$ cat config.mk
export PLATFORM = sky130hd
export DESIGN_NAME = sd_mem_port_arb_flat
export DESIGN_NICKNAME = d
export VERILOG_FILES = /design/src/rtl/sd_mem_port_arb_if.sv /design/src/rtl/sd_mem_port_arb.sv /design/src/flat_wrapper.sv
export SDC_FILE = /design/constraint.sdc
export NUM_CORES = 1
export LEC_CHECK = 0
export CORE_UTILIZATION = 35
export DETAILED_ROUTE_END_ITERATION = 10
export HOLD_SLACK_MARGIN = 0.1
export MAX_ROUTING_LAYER = met4
export PLACE_DENSITY_LB_ADDON = 0.05
export SETUP_SLACK_MARGIN = 0.4
export SLEW_MARGIN = 20
export SYNTH_ARGS = -nofsm -noshare
export SYNTH_HDL_FRONTEND = slang
export SYNTH_SLANG_ARGS = --single-unit
$ cat constraint.sdc
create_clock -name clk -period 4.7 [get_ports clk]
set_clock_uncertainty 0.2 [all_clocks]
set_input_delay 1.175 -clock clk [delete_from_list [all_inputs] [get_ports clk]]
set_output_delay 1.175 -clock clk [all_outputs]
set_load 0.02 [all_outputs]
$ cat src/rtl/sd_mem_port_arb_if.sv
// rtl/sd_mem_port_arb_if.sv - request/grant bundle between FIFO controllers and the memory port arbiter
interface sd_mem_port_arb_if #(
  parameter int ports = 4,
  parameter int asz   = 4,
  parameter int psz   = $clog2(ports)
);
  logic [ports-1:0]     req;
  logic [ports-1:0]     lock;
  logic [ports*asz-1:0] p_addr;
  logic [ports-1:0]     p_we;
  logic [ports-1:0]     enable;
  logic [asz-1:0]       mem_addr;
  logic                 mem_we;
  logic [psz-1:0]       grant_id;
  logic                 rd_valid;
  logic [psz-1:0]       rd_port;

  modport master (
    output req, lock, p_addr, p_we,
    input  enable, mem_addr, mem_we, grant_id, rd_valid, rd_port
  );

  modport slave (
    input  req, lock, p_addr, p_we,
    output enable, mem_addr, mem_we, grant_id, rd_valid, rd_port
  );
endinterface

$ cat src/rtl/sd_mem_port_arb.sv
// rtl/sd_mem_port_arb.sv - round-robin arbiter with bounded lock sharing one single-port memory
module sd_mem_port_arb #(
  parameter int ports    = 4,
  parameter int asz      = 4,
  parameter int max_lock = 4,
  parameter int psz      = $clog2(ports)
) (
  input  logic               clk,
  input  logic               reset_n,
  sd_mem_port_arb_if.slave   bus
);
  localparam int              cw          = $clog2(max_lock + 1);
  localparam logic            ST_UNLOCKED = 1'b0;
  localparam logic            ST_LOCKED   = 1'b1;
  localparam logic [cw-1:0]   LOCK_LAST   = cw'(max_lock - 1);
  localparam logic [psz-1:0]  LAST_RST    = psz'(ports - 1);

  logic [psz-1:0] r_last;
  logic [psz-1:0] r_owner;
  logic           r_locked;
  logic [cw-1:0]  r_lock_cnt;
  logic           r_rd_valid;
  logic [psz-1:0] r_rd_port;

  logic           w_owner_hit;
  logic           w_grant;
  logic           w_we;
  logic [psz-1:0] w_gid;
  logic [psz-1:0] w_idx;
  logic [asz-1:0] w_addr [ports];

  for (genvar i = 0; i < ports; i++) begin : g_addr
    assign w_addr[i] = bus.p_addr[i*asz +: asz];
  end

  assign w_owner_hit = (r_locked == ST_LOCKED) && bus.req[r_owner];

  // A live lock overrides the scan; a dropped lock falls straight through to round-robin.
  always_comb begin
    w_grant = 1'b0;
    w_gid   = '0;
    w_idx   = '0;
    if (w_owner_hit) begin
      w_grant = 1'b1;
      w_gid   = r_owner;
    end else begin
      for (int k = 1; k <= ports; k++) begin
        w_idx = psz'((int'(r_last) + k) % ports);
        if (!w_grant && bus.req[w_idx]) begin
          w_grant = 1'b1;
          w_gid   = w_idx;
        end
      end
    end
  end

  assign w_we         = w_grant & bus.p_we[w_gid];
  assign bus.enable   = w_grant ? (ports'(1) << w_gid) : '0;
  assign bus.mem_addr = w_grant ? w_addr[w_gid] : '0;
  assign bus.mem_we   = w_we;
  assign bus.grant_id = w_gid;
  assign bus.rd_valid = r_rd_valid;
  assign bus.rd_port  = r_rd_port;

  always_ff @(posedge clk or negedge reset_n) begin
    if (!reset_n) begin
      r_last     <= LAST_RST;
      r_owner    <= '0;
      r_locked   <= ST_UNLOCKED;
      r_lock_cnt <= '0;
      r_rd_valid <= 1'b0;
      r_rd_port  <= '0;
    end else begin
      r_rd_valid <= w_grant & ~w_we;
      if (w_grant && !w_we) begin
        r_rd_port <= w_gid;
      end
      if (w_grant) begin
        r_last <= w_gid;
        if (w_owner_hit) begin
          // Leaving the lock with r_last=owner puts the owner last in line next cycle.
          if (bus.lock[r_owner] && (r_lock_cnt < LOCK_LAST)) begin
            r_lock_cnt <= r_lock_cnt + 1'b1;
          end else begin
            r_locked   <= ST_UNLOCKED;
            r_lock_cnt <= '0;
          end
        end else if (bus.lock[w_gid] && (max_lock > 1)) begin
          r_locked   <= ST_LOCKED;
          r_owner    <= w_gid;
          r_lock_cnt <= cw'(1);
        end else begin
          r_locked   <= ST_UNLOCKED;
          r_lock_cnt <= '0;
        end
      end else begin
        r_locked   <= ST_UNLOCKED;
        r_lock_cnt <= '0;
      end
    end
  end
endmodule

$ cat src/flat_wrapper.sv
// flat-port wrapper written by rule: the top's interface ports become plain ports
module sd_mem_port_arb_flat 
#(
  parameter int ports    = 4,
  parameter int asz      = 4,
  parameter int max_lock = 4,
  parameter int psz      = $clog2(ports)
)
  (clk, reset_n, bus_req, bus_lock, bus_p_addr, bus_p_we, bus_enable, bus_mem_addr, bus_mem_we, bus_grant_id, bus_rd_valid, bus_rd_port);
  sd_mem_port_arb_if #(.ports(ports), .asz(asz), .psz(psz)) bus_i ();
  input  logic clk;
  input  logic reset_n;
  input wire logic [$bits(bus_i.req)-1:0] bus_req;
  input wire logic [$bits(bus_i.lock)-1:0] bus_lock;
  input wire logic [$bits(bus_i.p_addr)-1:0] bus_p_addr;
  input wire logic [$bits(bus_i.p_we)-1:0] bus_p_we;
  output wire logic [$bits(bus_i.enable)-1:0] bus_enable;
  output wire logic [$bits(bus_i.mem_addr)-1:0] bus_mem_addr;
  output wire logic [$bits(bus_i.mem_we)-1:0] bus_mem_we;
  output wire logic [$bits(bus_i.grant_id)-1:0] bus_grant_id;
  output wire logic [$bits(bus_i.rd_valid)-1:0] bus_rd_valid;
  output wire logic [$bits(bus_i.rd_port)-1:0] bus_rd_port;
  assign bus_i.req = bus_req;
  assign bus_i.lock = bus_lock;
  assign bus_i.p_addr = bus_p_addr;
  assign bus_i.p_we = bus_p_we;
  assign bus_enable = bus_i.enable;
  assign bus_mem_addr = bus_i.mem_addr;
  assign bus_mem_we = bus_i.mem_we;
  assign bus_grant_id = bus_i.grant_id;
  assign bus_rd_valid = bus_i.rd_valid;
  assign bus_rd_port = bus_i.rd_port;
  sd_mem_port_arb #(.ports(ports), .asz(asz), .max_lock(max_lock), .psz(psz)) u_core (.clk(clk), .reset_n(reset_n), .bus(bus_i));
endmodule
==> results, run 1 <==
- The count of cells in the finished layout, fillers not included, comes to roughly 210.
- The I/O pin count is 44.
- The clock tree from TritonCTS is built.
- For this block, the routed nets add up to 3021 µm of wire.
- The area of the core is 0.002781 mm².
- The cell-internal power is ~0.00075 W.
- Synthesis produced a netlist with a net count of approximately 130.
- The via count of the first global-routing pass is roughly 1200.
- In this run the power density over the cells is ~720 mW/mm².
- The horizontal extent of the die is roughly 57 µm.
- The number of DRC markers in iteration 0 is 30.
- The total congestion overflow after global routing is 0.
- The fraction of final layout cells sized beyond drive strength 1 is between 40% and 50%.
- The number of warnings issued by yosys is 0.
- The final layout contains around 210 nets.
- The total half-perimeter wirelength after legalization and detailed placement is approximately 2400 µm.
- After layout, the worst path uses roughly 92% of the clock period.
- The clock-pin slew reported for the worst setup and hold paths after clock tree synthesis is approximately 70 ps.
- The number of setup violations in the final report is 0.
- The number of slew-limit violations in the final report is 0.
- Across the VDD grid, the largest voltage drop is ~540 µV.
- At the pin with the least slew margin, the transition time is about 480 ps.
- Setup repair after global routing could not meet its margin everywhere.
- Of the total power, the clock network draws 4.8%.
- The detailed router placed around 1100 vias in this run.
- Based on the critical path, the design can be clocked at up to between 200 and 250 MHz.
- The congestion estimate from routability-driven global placement came to 0.8276.
- The mean area per synthesized cell is 10.09 µm².
- The run finished with clean final reports.
- The beginning of the worst register-to-register path is u_core.r_owner[0]$_DFFE_PN0P_.
- The most critical setup path has its startpoint at bus_req[0].
- The final routed wire length divided by cell count is about 14 µm.
- The power share of the sequential group is ~15%.
- The port buffer count is 43.
- The detail route stage leaves a number of antenna-violating nets equal to 0.
- The minimum period implied by the final worst setup slack is between 4000 and 5000 ps.
- The total number of clock tree sinks is 11.
- The count of different cell masters after synthesis is 46.
- Entering global routing, the biggest net connects 12 pins.
- The area overhead of the layout relative to synthesis is 73.89%.
- After detailed routing, the number of remaining DRC violations is 0.
- The tightest min-delay check is of the reg2reg type.
- The number of placed instances, taps included, is 202.
- The relative slew slack is a little under 70%.
- The nature of the critical path startpoint is an input port.
- The number of detailed-route iterations in the first pass is 4.
- After synthesis the netlist holds a flip-flop and latch count of 11.
- CTS placed an instance of sky130_fd_sc_hd__clkbuf_4 at the clock tree root.
- The largest fanout on the critical path is 5.
- The startpoint of the most critical hold path is u_core.r_last[0]$_DFFE_PN1P_.
- CTS built an H-tree with a depth of 1.
- The register area share after synthesis is a little over a quarter.
- The height of the die is 56.51 µm.
- The share of total power in combinational logic is 80.5%.
- The global-route usage over all layers is between 20% and 30%.
- The average vias per placed instance is ~5.2.
- The repair_antennas step left the layout with diodes totalling 0.
- The gate count after technology mapping is 103.
- The clock latency reported for the late side of the worst-skew pair is roughly 260 ps.
- The data arrival time at the worst-slack endpoint is around 3000 ps.
- The reported leakage power is approximately 0.86 nW.
- By startpoint and endpoint, the worst setup path is classified as in2out.
- The required time of the critical path is ~3300 ps.
- The wire length of the first global-routing pass is 5168 µm.
- No sink is reached through more buffers than the 2 on the longest clock path.
- The number of clock buffers added by TritonCTS is 3.
- The number of hold buffers added after cts is 0.
- The worst setup path is captured at a primary output.
- Max-cap violations in this run came to 0.
- The floorplan step defined a die boundary enclosing between 0.003 and 0.004 mm².
- The final core utilization is roughly 65%.
- The number of antenna violations at the first check in global routing is 0.
- The flop-to-flop setup slack is roughly 1800 ps.
- The fraction of power spent switching nets is approximately 43%.
- The number of rows in the core area is 19.
- The power dissipated by switching net loads is approximately 0.00056 W.
- The initial core utilization is ~37%.
- The count of endpoints failing hold in the final timing report is 0.
- The post-synth design cell area is between 0.001 and 0.0015 mm².
[path summary, 6_finish.rpt]
check,depth (start not counted),to
setup reg to reg,8,u_core.bus.rd_port[0]$_DFFE_PN0P_
hold reg to reg,2,u_core.r_last[0]$_DFFE_PN1P_
max in group asynchronous,1,u_core.r_last[0]$_DFFE_PN1P_
min in group asynchronous,1,u_core.r_lock_cnt[1]$_DFF_PN0_
setup / recovery,9,bus_mem_addr[3]
hold / removal,2,u_core.r_last[0]$_DFFE_PN1P_
[cells in the final DEF (no fill, tap or decap), types with 3 or more instances in the layout]
cell type,instances
sky130_fd_sc_hd__o21ai_0,4
sky130_fd_sc_hd__dlygate4sd2_1,5
sky130_fd_sc_hd__dfrtp_1,9
sky130_fd_sc_hd__mux4_2,4
sky130_fd_sc_hd__mux2_4,3
sky130_fd_sc_hd__mux2i_1,3
sky130_fd_sc_hd__nor2_1,10
sky130_fd_sc_hd__a21oi_1,3
sky130_fd_sc_hd__clkbuf_4,3
sky130_fd_sc_hd__buf_4,29
sky130_fd_sc_hd__or2b_1,3
sky130_fd_sc_hd__clkdlybuf4s50_1,28
sky130_fd_sc_hd__and2_1,3
sky130_fd_sc_hd__inv_1,6
sky130_fd_sc_hd__and2_4,3
sky130_fd_sc_hd__nand2_1,8
sky130_fd_sc_hd__buf_6,9
[final cells by class]
cell class                 count  area, µm²
clock buffer                   4      26.28
fill                         242      973.4
inverter                       8      32.53
multi-input combinational     83      739.5
sequential                    11      277.8
tap                           31      38.79
timing repair buffer          76      693.2
[per-stage QoR]
step / worst slack [ps] / TNS (ps) / instance area [µm²] / power, W / hold slack, ps
floorplan: 529.4 / 0 / 1040 / 0.0007688 / 256.0
global placement: -429.8 / -2881 / 1693 / 0.001170 / 281.4
detailed placement: -473.3 / -3238 / 1693 / 0.001182 / 285.1
CTS: 343.1 / 0 / 1793 / 0.001301 / 294.7
global route: 258.9 / 0 / 1808 / 0.001405 / 315.9
finish: 354.3 / 0 / 1808 / 0.001308 / 288.4
[metal layers]
metal / GRT usage (%) / part of all wire, %
met1: 25.59 / 42
met2: 37.14 / 53
met3: 5.760 / 4.0
met4: 3.484 / 0.30
met5: - / 0
[registers in the layout, summed over array words and instances, names as in the netlist]
register,cells
u_core.r_locked,1
u_core.r_lock_cnt,3
u_core.r_last,2
u_core.bus.rd_port,2
u_core.bus.rd_valid,1
u_core.r_owner,2
[worst max-delay path, stage by stage]
cell and delay, ps:
sky130_fd_sc_hd__buf_8 100, sky130_fd_sc_hd__mux2_4 290, sky130_fd_sc_hd__a22oi_4 240, sky130_fd_sc_hd__nor2_4 60, sky130_fd_sc_hd__nor2_4 200, sky130_fd_sc_hd__buf_6 130, sky130_fd_sc_hd__mux4_2 480, sky130_fd_sc_hd__and2_4 170
sky130_fd_sc_hd__buf_6 120
[synthesized netlist by cell type (all sizes together)]
| library cell | n | share of area, % |
|---|---|---|
| a211oi | 1 | 0.72 |
| a21o | 1 | 0.72 |
| a21oi | 4 | 1.9 |
| a22o | 1 | 1.7 |
| a22oi | 3 | 3.5 |
| a2bb2oi | 2 | 1.7 |
| and2 | 8 | 5.1 |
| and2b | 1 | 0.72 |
| and3 | 1 | 0.60 |
| buf | 1 | 1.1 |
| dfrtp | 9 | 22 |
| dfstp | 2 | 5.1 |
| ha | 1 | 1.2 |
| inv | 8 | 2.9 |
| mux2 | 3 | 4.3 |
| mux2i | 3 | 2.9 |
| mux4 | 5 | 11 |
| nand2 | 9 | 3.5 |
| nand2b | 1 | 0.84 |
| nand3 | 1 | 0.48 |
| nor2 | 12 | 5.8 |
| nor3 | 1 | 0.48 |
| nor4 | 2 | 2.6 |
| o211a | 1 | 0.96 |
| o21ai | 4 | 1.9 |
| o221ai | 1 | 1.4 |
| o22ai | 3 | 2.4 |
| o2bb2ai | 1 | 0.84 |
| o311a | 1 | 1.1 |
| o311ai | 2 | 1.7 |
| o31a | 1 | 1.7 |
| o32a | 1 | 0.96 |
| o32ai | 2 | 2.4 |
| or2 | 1 | 0.60 |
| or2b | 3 | 2.2 |
| or3 | 2 | 1.2 |
[cells by family after synthesis]
group,share of synthesized area [%]
simple gates,24.07
compound gates,25.63
mux,18.41
flops,26.72
buf+inv,3.971
fa+ha+maj,1.203
[power by group through the flow]
stage,Clock [W],Sequential (W),Combinational [W]
finish,0.0000632,0.000191,0.00105
detailed placement,0,0.000192,0.000989
floorplan,0,0.000187,0.000581
CTS,0.0000647,0.000192,0.00104
global placement,0,0.000190,0.000980
global route,0.0000703,0.000199,0.00114
[timing repair]
item	4_1_cts	5_1_grt
gates cloned	0	0
pin swaps	6	6
setup endpoints to repair	11	9
resized for setup	62	7
setup buffers	6	1
No activity file was read; power rests on OpenSTA's default activity.
==> inputs of run 2 (changes only) <==
CAP_MARGIN = 15   (was unset)
CTS_BUF_LIST = sky130_fd_sc_hd__clkbuf_8   (was unset)
==> results, run 2 (same netlist as run 1, synthesis figures left out) <==
- The start-to-end type of the worst setup path is in2out (unchanged).
- The total congestion overflow after global routing came to 0 (unchanged).
- The port buffer count is 43 (unchanged).
- The number of rows in the core area is 19 (unchanged).
- The total number of vias is 1129 (was 1117).
- The number of slew-limit violations in the final report is 0 (unchanged).
- Highest-count cells in the layout ignoring fill and taps: 29 x sky130_fd_sc_hd__buf_4, 28 x sky130_fd_sc_hd__clkdlybuf4s50_1, 10 x sky130_fd_sc_hd__nor2_1, 9 x sky130_fd_sc_hd__buf_6, 9 x sky130_fd_sc_hd__dfrtp_1 (unchanged).
- The clock tree from TritonCTS was built (unchanged).
- The delay of the slowest cell on the worst path is 480 ps (about the same).
- The average vias per placed instance was 5.300 (was 5.244).
- The met2 track demand over resource in global routing is 36.81% (was 37.14%).
- The clock latency reported for the late side of the worst-skew pair is 240 ps (was 260 ps).
- The cell chosen for the clock root is sky130_fd_sc_hd__clkbuf_8 (was sky130_fd_sc_hd__clkbuf_4).
- The number of setup violations in the final report is 0 (unchanged).
- The layout filler cell count is 239 (was 242).
- The transition time at the pin with the least slew margin is 478.1 ps (was 478.8 ps).
- The worst hold slack after final layout came to 285.4 ps (was 288.4 ps).
- The post-place instance area is 0.001693 mm² (unchanged).
- The largest fanout on the critical path is 5 (unchanged).
- Cells along the critical path: buf_8 -> mux2_4 -> a22oi_4 -> nor2_4 -> nor2_4 -> buf_6 -> mux4_2 -> and2_4 -> buf_6 (unchanged).
- The post-layout worst setup margin is 353.8 ps (was 354.3 ps).
- The final standard cell area without fillers is 0.001827 mm² (was 0.001808 mm²).
- The total power consumption of the routed design is 0.001338 W (was 0.001308 W).
- The total CTS buffers was 3 (unchanged).
- The global-route met1 utilization came to 25.59% (unchanged).
- The initial core utilization came to 37.38% (unchanged).
- The share of the cycle needed by the critical path after routing is 92.47% (was 92.46%).
- The number of max-capacitance violations reported is 0 (unchanged).
- The required time of the critical path is 3320 ps (about the same).
- The sequential cell area is 277.8 µm² (unchanged).
- The remaining antenna violation count came to 0 (unchanged).
- The maximum clock insertion buffer count is 2 (unchanged).
- The class of the most critical hold timing path is reg2reg (unchanged).
- The height of the die is 56.51 µm (unchanged).
- Status: finished, final reports clean (unchanged).
- The maximum resistive drop on vdd is 586.0 µV (was 537.2 µV).
- The number of antenna violations at the first check in global routing is 0 (unchanged).
- The critical-path cell with the highest stage delay is sky130_fd_sc_hd__mux4_2 (unchanged).
- The I/O pin count is 44 (unchanged).
- The register containing the most flip-flops in the final layout is u_core.r_lock_cnt (unchanged).
- The wire length reported by the detailed router is 3029 µm (was 3021 µm).
- The total power per unit cell area was 732.4 mW/mm² (was 723.2 mW/mm²).
- The die outline area is 0.003193 mm² (unchanged).
- The relative slew slack is 68.03% (was 67.98%).
- The global placement routability congestion is 0.8276 (unchanged).
- The area of the core is 0.002781 mm² (unchanged).
- The number of detailed-route iterations in the first pass came to 4 (unchanged).
- The area overhead of the layout relative to synthesis is 75.69% (was 73.89%).
- The maximum level of the CTS H-tree came to 1 (unchanged).
- The clock-pin slew reported for the worst setup and hold paths after clock tree synthesis is 50 ps (was 70 ps).
- The maximum number of pins on one net before global-route repair is 12 (unchanged).
- The diode insertion count for antenna repair is 0 (unchanged).
- The total number of clock tree sinks was 11 (unchanged).
- The count of nets after finishing is 214 (unchanged).
- The horizontal extent of the die was 56.51 µm (unchanged).
- The via count of the first global-routing pass is 1149 (was 1161).
- The wire length of the first global-routing pass was 5140 µm (was 5168 µm).
- The global-route usage over all layers came to 21.44% (was 21.54%).
- The count of endpoints failing hold in the final timing report is 0 (unchanged).
- The total area of multi-input combinational cells is 739.5 µm² (unchanged).
- The number of design rule violations left after detail routing is 0 (unchanged).
- The final routed wire length divided by cell count is 14.22 µm (was 14.18 µm).
- The flop-to-flop setup slack came to 1830 ps (about the same).
- The total half-perimeter wirelength after legalization and detailed placement is 2388 µm (unchanged).
- The minimum period implied by the final worst setup slack is 4346 ps (about the same).
- The post-placement worst setup slack is -473.3 ps (unchanged).
- The reported leakage power is 0.8741 nW (was 0.8621 nW).
- The data arrival time at the worst-slack endpoint was 2970 ps (about the same).
- The fmax is 230.1 MHz (about the same).
- The global routing met3 resource utilization was 5.760% (unchanged).
- The nature of the critical path startpoint is an input port (unchanged).
- The routing layer with the top usage in global route is met2 (unchanged).
- The fraction of final layout cells sized beyond drive strength 1 was 41.76% (unchanged).
- RSZ-0062 raised after global routing: yes (unchanged).
- The most common library cell in the layout ignoring fill and taps was sky130_fd_sc_hd__buf_4 (unchanged).
- The sort of element at the end of the critical path is a primary output (unchanged).
- The number of DRC markers in iteration 0 came to 20 (was 30).
- The number of flip-flops in the largest register was 3 (unchanged).
## run 2: changes by cell type in the layout (fill, tap and decap cells not counted), sizes merged
cell | previous run | this run
clkbuf | 5 | 4
inv | 8 | 9
## run 2: metal layers
layer  vias up  routed length (µm)
met4         0                  22
met2        33                1604
met1       539                1268
li1        552                   -
met5         -                   0
met3         5                 133
## run 2: final timing paths
| check | from | to | cells past startpoint |
|---|---|---|---|
| setup / recovery | bus_req[0] | bus_mem_addr[3] | 9 |
| max in group asynchronous | reset_n | u_core.r_last[0]$_DFFE_PN1P_ | 1 |
| min in group asynchronous | reset_n | u_core.r_lock_cnt[1]$_DFF_PN0_ | 1 |
| setup reg to reg | u_core.r_owner[0]$_DFFE_PN0P_ | u_core.bus.rd_port[0]$_DFFE_PN0P_ | 8 |
| hold reg to reg | u_core.r_last[0]$_DFFE_PN1P_ | u_core.r_last[0]$_DFFE_PN1P_ | 2 |
| hold / removal | u_core.r_last[0]$_DFFE_PN1P_ | u_core.r_last[0]$_DFFE_PN1P_ | 2 |
## run 2: through the flow
stage,std cells,util (%),setup TNS [ps]
after floorplan,103,-,0
after global placement,202,60.86,-2881
after detailed placement,202,60.86,-3238
after CTS,212,65.14,0
after global routing,213,65.68,0
final,213,65.68,0
## run 2: critical path: cells and delay by family
| family | cells | cell delay [ps] |
|---|---|---|
| and+or+nand+nor | 3 | 430 |
| AOI/OAI and AO/OA | 1 | 240 |
| muxes | 2 | 770 |
| buffers and inverters | 3 | 350 |
## run 2: report_power, final
group	internal, W	switching (W)
sequential	0.000147	0.0000457
clock	0.0000572	0.0000344
combinational	0.000568	0.000486
## run 2: repair_timing
item | 4_1_cts | 5_1_grt
hold buffers | 0 | 0
pin swaps | 6 | 6
setup endpoints to repair | 11 | 9
buffers inserted | 6 | 1
resized for setup | 62 | 7
## run 2: cell type report
type,count,area share [%]
Clock buffer,3,2.260
Clock inverter,1,0.2055
Inverter,8,1.781
Multi-Input combinational cell,83,40.48
Sequential cell,11,15.21
Tap cell,31,2.123
Timing Repair Buffer,76,37.95
==> inputs of run 3 (changes only) <==
SETUP_SLACK_MARGIN = unset   (was 0.4)
==> results, run 3 (same netlist as run 1, synthesis figures left out) <==
- The clock tree from TritonCTS is built (unchanged).
- The share of the cycle needed by the critical path after routing is 98.22% (was 92.47%).
- The horizontal extent of the die is 56.51 µm (unchanged).
- The beginning of the worst register-to-register path is u_core.r_owner[0]$_DFFE_PN0P_ (unchanged).
- The port buffer count is 43 (unchanged).
- The number of rows in the core area was 19 (unchanged).
- The total congestion overflow after global routing is 0 (unchanged).
- The initial core utilization is 37.38% (unchanged).
- The clock latency reported for the late side of the worst-skew pair was 240 ps (about the same).
- The reported leakage power is 0.8281 nW (was 0.8741 nW).
- The number of max-capacitance violations reported came to 0 (unchanged).
- The minimum period implied by the final worst setup slack is 4617 ps (was 4346 ps).
- The post-layout worst setup margin is 83.50 ps (was 353.8 ps).
- The I/O pin count is 44 (unchanged).
- The number of antenna violations at the first check in global routing is 0 (unchanged).
- The register containing the most flip-flops in the final layout was u_core.r_lock_cnt (unchanged).
- The largest fanout on the critical path was 7 (was 5).
- The total number of clock tree sinks is 11 (unchanged).
- The total power per unit cell area was 721.6 mW/mm² (was 732.4 mW/mm²).
- The final total negative setup slack is 0 ps (unchanged).
- The remaining antenna violation count is 0 (unchanged).
- Highest-count cells in the layout ignoring fill and taps: 30 x sky130_fd_sc_hd__clkdlybuf4s50_1, 29 x sky130_fd_sc_hd__buf_4, 10 x sky130_fd_sc_hd__nor2_1, 9 x sky130_fd_sc_hd__dlygate4sd2_1, 9 x sky130_fd_sc_hd__dfrtp_1 (was 29 x sky130_fd_sc_hd__buf_4, 28 x sky130_fd_sc_hd__clkdlybuf4s50_1, 10 x sky130_fd_sc_hd__nor2_1, 9 x sky130_fd_sc_hd__buf_6, 9 x sky130_fd_sc_hd__dfrtp_1).
- The relative slew slack was 68.09% (was 68.03%).
- The total number of vias came to 1092 (was 1129).
- The average vias per placed instance is 5.225 (was 5.300).
- The wire length reported by the detailed router is 2891 µm (was 3029 µm).
- The cell repeated most along the worst path is sky130_fd_sc_hd__buf_4.
- The required time of the critical path is 3320 ps (about the same).
- The sort of element at the end of the critical path was a primary output (unchanged).
- The critical-path cell with the highest stage delay is sky130_fd_sc_hd__clkdlybuf4s50_1 (was sky130_fd_sc_hd__mux4_2).
- The number of flip-flops in the largest register is 3 (unchanged).
- The delay of the slowest cell on the worst path was 610 ps (was 480 ps).
- The via count of the first global-routing pass came to 1134 (was 1149).
- The number of design rule violations left after detail routing is 0 (unchanged).
- The class of the most critical hold timing path was reg2reg (unchanged).
- The area overhead of the layout relative to synthesis is 66.55% (was 75.69%).
- The final core utilization came to 62.26% (was 65.68%).
- The global-route usage over all layers was 20.64% (was 21.44%).
- The count of nets after finishing was 210 (was 214).
- The area of the core was 0.002781 mm² (unchanged).
- The number of setup violations in the final report is 0 (unchanged).
- Cells along the critical path: dlygate4sd2_1 -> mux2_4 -> buf_4 -> a2bb2oi_1 -> o221ai_2 -> nand2_2 -> inv_4 -> buf_4 -> nor2_1 -> clkdlybuf4s50_1 (was buf_8 -> mux2_4 -> a22oi_4 -> nor2_4 -> nor2_4 -> buf_6 -> mux4_2 -> and2_4 -> buf_6).
- The maximum number of pins on one net before global-route repair is 12 (unchanged).
- The wire length of the first global-routing pass is 4968 µm (was 5140 µm).
- The transition time at the pin with the least slew margin is 477.2 ps (was 478.1 ps).
- The maximum resistive drop on vdd is 584.9 µV (was 586.0 µV).
- The global placement routability congestion is 0.8276 (unchanged).
- The clock-pin slew reported for the worst setup and hold paths after clock tree synthesis came to 50 ps (about the same).
- The total half-perimeter wirelength after legalization and detailed placement is 2388 µm (unchanged).
- The height of the die is 56.51 µm (unchanged).
- The post-placement worst setup slack is -473.3 ps (unchanged).
- The fraction of final layout cells sized beyond drive strength 1 was 34.27% (was 41.76%).
- The number of DRC markers in iteration 0 was 26 (was 20).
- The cell chosen for the clock root is sky130_fd_sc_hd__clkbuf_8 (unchanged).
- The most common library cell in the layout ignoring fill and taps is sky130_fd_sc_hd__clkdlybuf4s50_1 (was sky130_fd_sc_hd__buf_4).
- The data arrival time at the worst-slack endpoint is 3240 ps (was 2970 ps).
- The number of detailed-route iterations in the first pass is 4 (unchanged).
- The final routed wire length divided by cell count was 13.83 µm (was 14.22 µm).
- The number of slew-limit violations in the final report is 0 (unchanged).
- The die outline area came to 0.003193 mm² (unchanged).
- The count of endpoints failing hold in the final timing report was 0 (unchanged).
- The total CTS buffers came to 3 (unchanged).
- The start-to-end type of the worst setup path is in2out (unchanged).
- The post-place instance area is 0.001693 mm² (unchanged).
- The nature of the critical path startpoint is an input port (unchanged).
- The maximum clock insertion buffer count is 2 (unchanged).
- The startpoint of the most critical hold path is u_core.r_last[0]$_DFFE_PN1P_ (unchanged).
- The launch point of the critical path is bus_req[2] (was bus_req[0]).
- Status: finished, final reports clean (unchanged).
- RSZ-0062 raised after global routing: no (was yes).
- The number of buffers and inverters on the critical path was 5 (was 3).
- The top cell family by delay on the critical path was buffers and inverters (was multiplexers).
- The final standard cell area without fillers is 0.001732 mm² (was 0.001827 mm²).
- The fmax was 216.6 MHz (was 230.1 MHz).
- The maximum level of the CTS H-tree is 1 (unchanged).
- The diode insertion count for antenna repair is 0 (unchanged).
-- run 3: cell count changes in the layout (fill, tap and decap cells not counted), sizes merged --
cell / before / now
clkdlybuf4s15: 1 / 0
clkdlybuf4s50: 28 / 30
buf: 41 / 32
dlygate4sd2: 5 / 9
-- run 3: final timing paths --
| check | end | slack (ps) | cells after the start |
|---|---|---|---|
| min reg2reg | u_core.r_last[0]$_DFFE_PN1P_ | 290 | 2 |
| min | u_core.r_last[0]$_DFFE_PN1P_ | 290 | 2 |
| max in group asynchronous | u_core.r_last[0]$_DFFE_PN1P_ | 2890 | 1 |
| max reg2reg | u_core.bus.rd_port[0]$_DFFE_PN0P_ | 1870 | 8 |
| min in group asynchronous | u_core.r_lock_cnt[1]$_DFF_PN0_ | 1060 | 1 |
| max | bus_enable[1] | 80 | 10 |
-- run 3: per-layer routing --
metal	track usage (%)	wire length [µm]	vias to the layer above
li1	-	-	544
met1	25.00	1261	520
met2	35.29	1484	23
met3	5.300	114	5
met4	3.136	31	0
met5	-	0	-
-- run 3: area by class of cell --
class	instances	area [µm²]
clock buffers	3	41.29
repair buffers	72	616.8
well taps	31	38.79
inverters	8	32.53
clock inverters	1	3.754
flip-flops and latches	11	277.8
fillers	251	1050
multi-input cells	83	720.7
-- run 3: per-stage QoR --
step	hold WS, ps	cells	power (W)
global route	312.9	209	0.001345
global placement	281.4	202	0.001170
floorplan	256.0	103	0.0007688
detailed placement	285.1	202	0.001182
CTS	291.9	209	0.001266
finish	285.2	209	0.001250
-- run 3: repair_timing --
item                       4_1_cts  5_1_grt
setup endpoints to repair       11        5
pin swaps                        2        2
resized for setup               20        5
hold buffers                     0        0
setup buffers                    3        0
-- run 3: worst reg2reg max path, delay by kind of cell, from the launching register on --
kind            cells  cell delay (ps)
mux                 2              690
compound gates      3              600
simple gates        1              350
flops               1              580
buf+inv             2              310
-- run 3: power breakdown --
group | total, W | leakage, nW | internal [W] | switching [W]
Sequential | 0.000192 | 0.134 | 0.000147 | 0.0000450
Clock | 0.0000916 | 0.0269 | 0.0000572 | 0.0000344
Combinational | 0.000966 | 0.667 | 0.000504 | 0.000463
Total | 0.00125 | 0.828 | 0.000708 | 0.000542
